--- src/rtl/ram_stream_loader.sv ---
// rtl/ram_stream_loader.sv - stream-to-RAM writer with base/length, modulo wrap and registered read port
module ram_stream_loader #(
    parameter int ADDR_WIDTH = 8,
    parameter int DATA_WIDTH = 8
) (
    input  logic                  clk,
    input  logic                  rst_n,
    input  logic                  start,
    input  logic [ADDR_WIDTH-1:0] base_addr,
    input  logic [ADDR_WIDTH:0]   len,
    input  logic                  s_valid,
    input  logic [DATA_WIDTH-1:0] s_data,
    output logic                  s_ready,
    output logic                  busy,
    output logic                  done,
    output logic [ADDR_WIDTH:0]   wr_count,
    input  logic [ADDR_WIDTH-1:0] rd_addr,
    output logic [DATA_WIDTH-1:0] rd_data
);
    localparam int DEPTH = 2 ** ADDR_WIDTH;

    typedef enum logic [1:0] {IDLE, WRITE, DONE} state_t;

    state_t                  state;
    state_t                  state_next;
    logic [ADDR_WIDTH-1:0]   base_q;
    logic [ADDR_WIDTH:0]     len_q;
    logic [DATA_WIDTH-1:0]   mem [DEPTH];
    logic                    wr_en;
    logic [ADDR_WIDTH-1:0]   wr_addr;
    logic                    last_word;

    // Gated by rst_n so a transfer offered in the reset cycle is not committed.
    assign wr_en     = s_valid && s_ready && rst_n;
    assign wr_addr   = base_q + wr_count[ADDR_WIDTH-1:0];
    assign last_word = ((wr_count + 1'b1) == len_q);

    always_comb begin
        state_next = state;
        s_ready    = 1'b0;
        busy       = 1'b0;
        done       = 1'b0;
        case (state)
            IDLE: begin
                if (start)
                    state_next = (len == '0) ? DONE : WRITE;
            end
            WRITE: begin
                s_ready = 1'b1;
                busy    = 1'b1;
                if (s_valid && last_word)
                    state_next = DONE;
            end
            DONE: begin
                busy       = 1'b1;
                done       = 1'b1;
                state_next = IDLE;
            end
            default: state_next = IDLE;
        endcase
    end

    always_ff @(posedge clk) begin
        if (!rst_n) begin
            state    <= IDLE;
            base_q   <= '0;
            len_q    <= '0;
            wr_count <= '0;
        end else begin
            state <= state_next;
            if (state == IDLE && start) begin
                base_q   <= base_addr;
                len_q    <= len;
                wr_count <= '0;
            end else if (wr_en) begin
                wr_count <= wr_count + 1'b1;
            end
        end
    end

    // RAM contents are deliberately never reset.
    always_ff @(posedge clk) begin
        if (wr_en)
            mem[wr_addr] <= s_data;
    end

    // Read-first: a same-address write in this cycle is not visible until the next read.
    always_ff @(posedge clk) begin
        if (!rst_n)
            rd_data <= '0;
        else
            rd_data <= mem[rd_addr];
    end
endmodule
--- config.mk ---
export PLATFORM = sky130hd
export DESIGN_NAME = ram_stream_loader
export DESIGN_NICKNAME = d
export VERILOG_FILES = /design/src/rtl/ram_stream_loader.sv
export SDC_FILE = /design/constraint.sdc
export NUM_CORES = 2
export LEC_CHECK = 0
export BUFFER_PORTS_ARGS = -buffer_cell sky130_fd_sc_hd__buf_4
export CORE_MARGIN = 3
export CORE_UTILIZATION = 40
export CTS_BUF_LIST = sky130_fd_sc_hd__clkbuf_4
export DETAILED_ROUTE_END_ITERATION = 16
export GPL_TIMING_DRIVEN = 0
export HOLD_SLACK_MARGIN = 0.08
export PLACE_DENSITY_LB_ADDON = 0.08
export SLEW_MARGIN = 20
export SYNTH_ARGS = -nofsm -noshare
export SYNTH_HDL_FRONTEND = slang
export SYNTH_SLANG_ARGS = --single-unit
--- constraint.sdc ---
create_clock -name clk -period 3.6 [get_ports clk]
set_clock_uncertainty 0.05 [all_clocks]
set_input_delay 0.54 -clock clk [delete_from_list [all_inputs] [get_ports clk]]
set_output_delay 0.54 -clock clk [all_outputs]
set_load 0.1 [all_outputs]
Word level (Yosys, flattened, before mapping). Memories as Yosys holds them, arrays and structs flattened. A register that Yosys moved wholly into a read port is not among the register bits. Index checks and enable logic that the tools add are counted.

Output and inout port bits: 20. Word-level logic and storage cells: 32. Memories kept: 1. Bits in writable memories: 2048. Bits in registers: 28.

Memories: mem (words 256, width 8, read ports 1, clocked after memory_dff 1, write ports 1, line 28) `logic [DATA_WIDTH-1:0] mem [DEPTH];`.

Equality and inequality tests: 5. Add/sub/neg operators: 2. Mux-type cells: 9. Reductions and logical operators: 10. Bitwise logic cells: 1.

Operators by type and width (number): 9-bit by 1-bit adder with 9-bit output, second input constant (1); 9-bit equality test (1); 9-bit zero test (1); 8-bit adder (1); 2-bit 2-to-1 mux (3); 1-bit 2-to-1 mux (5); 1-bit logical AND (4); 2-bit != test, second input constant (2); 2-bit case mux with 2 select lines (1); 2-bit OR reduction (2); 2-bit by 1-bit equality test with 1-bit output, second input constant (1); 2-bit equality test, second input constant (1); 2-bit zero test (1); 2-bit AND reduction (1); 1-bit zero test (1); 1-bit inverter (1).

Depth between registers and ports, before layout.
Depth in word-level cells: 6. Depth in mapped cells: 13.

Worst setup path before layout. No wires, ideal clock.

Kind: flip-flop to flip-flop. Start: reg wr_count[0]. End: mem mem[128][0] (enable). Data required time: 3.180 ns. Clock period less this slack: 3.914 ns. Setup time: 0.370 ns. Cell stages (with the launch flop): 11. Slack: -0.314 ns. Arrival time: 3.494 ns. Cells stage by stage: dfxtp_1 ha_1 fa_1 a21o_1 a21oi_2 or4b_1 a211o_1 a21oi_2 a31oi_4 buf_6 nor2_1.

Cells in the longest elaborated chain, start to end: 1.

Ends and longest elaborated chain: from (decl) (line 16) `output logic [ADDR_WIDTH:0] wr_count,`; from (signal assigned) (line 76) `wr_count <= wr_count + 1'b1;`; 8-bit adder (line 35) `assign wr_addr = base_q + wr_count[ADDR_WIDTH-1:0];`; to (decl) (line 28).

No other way between the ends.

==> metrics.yaml <==
rr_worst_depth: 7
crit_arrival_ns: 5.09
share_comb_of_total_power: 0.088
drc: 0
grt_pass1_wl_um: 479900
die_y_um: 460.2
startpoint: "rd_addr[1]"
track_usage: 0.3511
yosysUniqueCellTypes: 81
rows: 166
powerDensity_nw_per_um2: 515.0
instances_no_fill: 8233
clk_path_buf_depth: 4
p_total_mw: 52.69
syn_area_per_cell_um2: 19.91
yosys_warnings: 0
cp-start-kind: "primary input"
finalInstanceArea_um2: 102300
synth_edf_count: 2048
finalCritPeriodShare: 1.100
fin_nets: 5198
gp_congestion: 1.005
p_clk_frac: 0.406
post-place-ws_ns: -2.209
io_buffers: 51
antenna_found_initial: 36
synth_top_area_share: 0.7451
ioPinCount: 57
period_minus_slack_ns: 3.958
final_hold_viol_count: 0
synth.area.top_cells: "edfxtp_1 (75%), mux4_2 (12%), mux2i_1 (3.1%)"
hold-worst-slack_ns: 0.2718
rrSetupSlack_ns: -0.03
cts_buffers: 584
dieArea_um2: 211800
grt_pass1_vias: 49720
cts_max_level: 6
yosys_register_bits: 2084
fin_tns_setup_ns: -1.762
start_util: 0.4026
drt_iter0_markers: 9141
synth_top_cell_by_area: "edfxtp_1"
rr_endpoint: "mem[192][1]"
wl_per_cell_um: 45.46
gr-total-overflow: 0
max-slew-margin-rel: 0.1197
ys_seq_area_frac: 0.7539
ant_nets: 0
ys.flop_type: "edfxtp_1"
syn_nets: 4194
grt_start_max_net_pins: 126
routed_wl_um: 374300
power.internal_mw: 39.11
fp.dieW_um: 460.2
fp.coreArea_um2: 205000
setup_viol: 17
rsz0062_at_grt: "yes"
vias_per_cell: 6.363
path_max_fanout: 11
post-dp-hpwl_um: 244900
p_leak_nw: 33.14
area_growth_pct: 23.97
netlist_area_um2: 82540
drtPass1Iterations: 6
final_max_slew_viol_count: 0
final.setup.worst_slack_ns: -0.3585
clkSinkCount: 2084
ir_drop_uv: 417.3
status: "finished, violations left"
synth_cells: 4145
switching_share: 0.2578
worst_pin_slew_ns: 1.321
power.switching_mw: 13.58
violations: "negative setup slack"
end_kind: "flip-flop"
drive_gt1_frac: 0.4051
crit_required_ns: 4.73
hold_path_class: "primary input to flip-flop"
cts_tree: "done"
clock_latency_ns: 1.38
placed_area_um2: 87660
seq_power_share: 0.506
endpoint: "rd_data[5]"
r2r-start: "wr_count[0]"
drv_cap: 0
async_reset_ff_frac: 0
clockRootBuffer: "clkbuf_4"
dr_total_vias: 52380
path_clk_slew_ns: 0.07
crit_type: "primary input to flip-flop"
max_freq_mhz: 252.6
final_core_util: 0.4991
placedCellCount: 6929
-- how the worst min path moves through the flow --
stage               from     endpoint  slack, ns  cells past startpoint
2_1_floorplan  base_q[0]    base_q[0]       0.40                      2
3_3_place_gp   base_q[2]    base_q[2]       0.42                      2
3_5_place_dp   base_q[2]    base_q[2]       0.42                      2
4_1_cts        s_data[6]  mem[192][6]       0.16                      3
5_1_grt        s_data[6]  mem[193][6]       0.22                      3
6_report       s_data[6]  mem[192][6]       0.27                      3
-- placed cells by master (no fill, tap or decap), types with 10 or more instances in the layout --
cell / Yosys / routed
edfxtp_1: 2048 / 2048
clkbuf_4: 0 / 861
mux4_2: 423 / 423
nor2_4: 0 / 254
mux2i_1: 253 / 253
buf_12: 13 / 188
buf_4: 13 / 139
nand2_1: 125 / 125
dlygate4sd3_1: 0 / 95
o22ai_1: 82 / 82
clkinv_1: 2 / 82
nor2_1: 351 / 79
a21oi_1: 68 / 67
o221ai_1: 64 / 64
nand3_4: 0 / 60
buf_2: 85 / 57
buf_6: 42 / 55
o21ai_0: 52 / 48
clkbuf_2: 0 / 36
dfxtp_1: 36 / 32
buf_8: 15 / 31
buf_16: 0 / 27
diode_2: 0 / 25
a31oi_1: 25 / 25
nor3_1: 20 / 19
clkbuf_1: 67 / 18
nor2_2: 0 / 18
a21boi_0: 19 / 18
nand3_1: 79 / 15
mux2_2: 15 / 15
xnor2_1: 17 / 12
inv_2: 0 / 12
o211ai_1: 11 / 11
a2111oi_0: 13 / 11
ha_1: 11 / 11
xor2_1: 10 / 10
nand4_1: 10 / 10
nor4_1: 11 / 10
a221oi_1: 10 / 10
-- per-layer routing --
| layer | GRT usage | wire length [µm] | vias up |
|---|---|---|---|
| li1 | - | - | 19580 |
| met1 | 0.4649 | 140300 | 27630 |
| met2 | 0.5050 | 161900 | 4188 |
| met3 | 0.1230 | 47550 | 975 |
| met4 | 0.1965 | 24450 | 16 |
| met5 | 0 | 106 | - |
-- repair_timing --
action	4_1_cts	5_1_grt
buffers inserted	158	66
gates resized for setup	621	53
hold endpoints to repair	1890	0
pin swaps	128	57
setup endpoints to repair	2054	1676
hold buffers	100	0
-- sequential cells by signal, indices dropped and copies added (netlist names) --
| name | count |
|---|---|
| base_q | 8 |
| wr_count | 9 |
| mem | 2048 |
| state | 2 |
| len_q | 9 |
| rd_data | 8 |
-- power groups by stage --
stage	Sequential, mW	Combinational, mW	Clock, mW
finish	26.7	4.62	21.4
global route	26.7	4.59	23.0
CTS	26.7	4.43	21.5
detailed placement	27.2	4.02	0
global placement	27.3	3.84	0
floorplan	27.3	1.61	0
-- logic make-up (layout without fill, tap and decap cells) --
| kind of cell | Yosys count | in the layout | synth area share |
|---|---|---|---|
| AO/OA/AOI/OAI | 431 | 431 | 0.03700 |
| XOR/XNOR | 27 | 27 | 0.002865 |
| adder cells (fa/ha/maj) | 12 | 12 | 0.001910 |
| buffers and inverters | 252 | 1627 | 0.02177 |
| flip-flops | 2084 | 2084 | 0.7539 |
| multiplexers | 698 | 698 | 0.1498 |
| other | 0 | 25 | 0 |
| AND/OR/NAND/NOR | 641 | 641 | 0.03279 |
-- cell usage after synthesis (all sizes together) (5+ instances only) --
library cell,number
or3,5
and3,8
nand2b,7
a211oi,10
xnor2,17
a21oi,70
a2bb2oi,7
buf,175
mux2i,255
clkbuf,67
inv,8
nor2b,6
a2111oi,13
nand4,10
a221oi,12
xor2,10
a22oi,6
nor2,351
o21ai,53
nor4,11
o311ai,6
a21boi,19
mux2,17
mux4,426
a31oi,26
ha,11
nor3,20
o21a,8
and2,10
edfxtp,2048
dfxtp,36
o221ai,65
nand2,125
nand3,79
o211ai,11
o22ai,82
-- area by class of cell --
class / count / area (µm²)
fill: 16830 / 102700
sequential: 2084 / 62220
multi-input combinational: 1809 / 21400
clock buffer: 854 / 6411
timing repair buffer: 420 / 6240
tap: 2688 / 3363
buffer: 240 / 2026
clock inverter: 103 / 555.5
antenna: 25 / 62.56
inverter: 10 / 37.54
-- worst max-delay path, stage by stage --
cell	delay, ns
buf_4	0.13
buf_4	0.21
buf_4	0.20
nand2_1	0.64
buf_2	0.73
buf_2	0.64
o221ai_1	0.27
o221ai_1	0.25
o21ai_1	0.37
a21oi_1	0.66
o32ai_2	0.34
(Power assumes the default switching activity.)
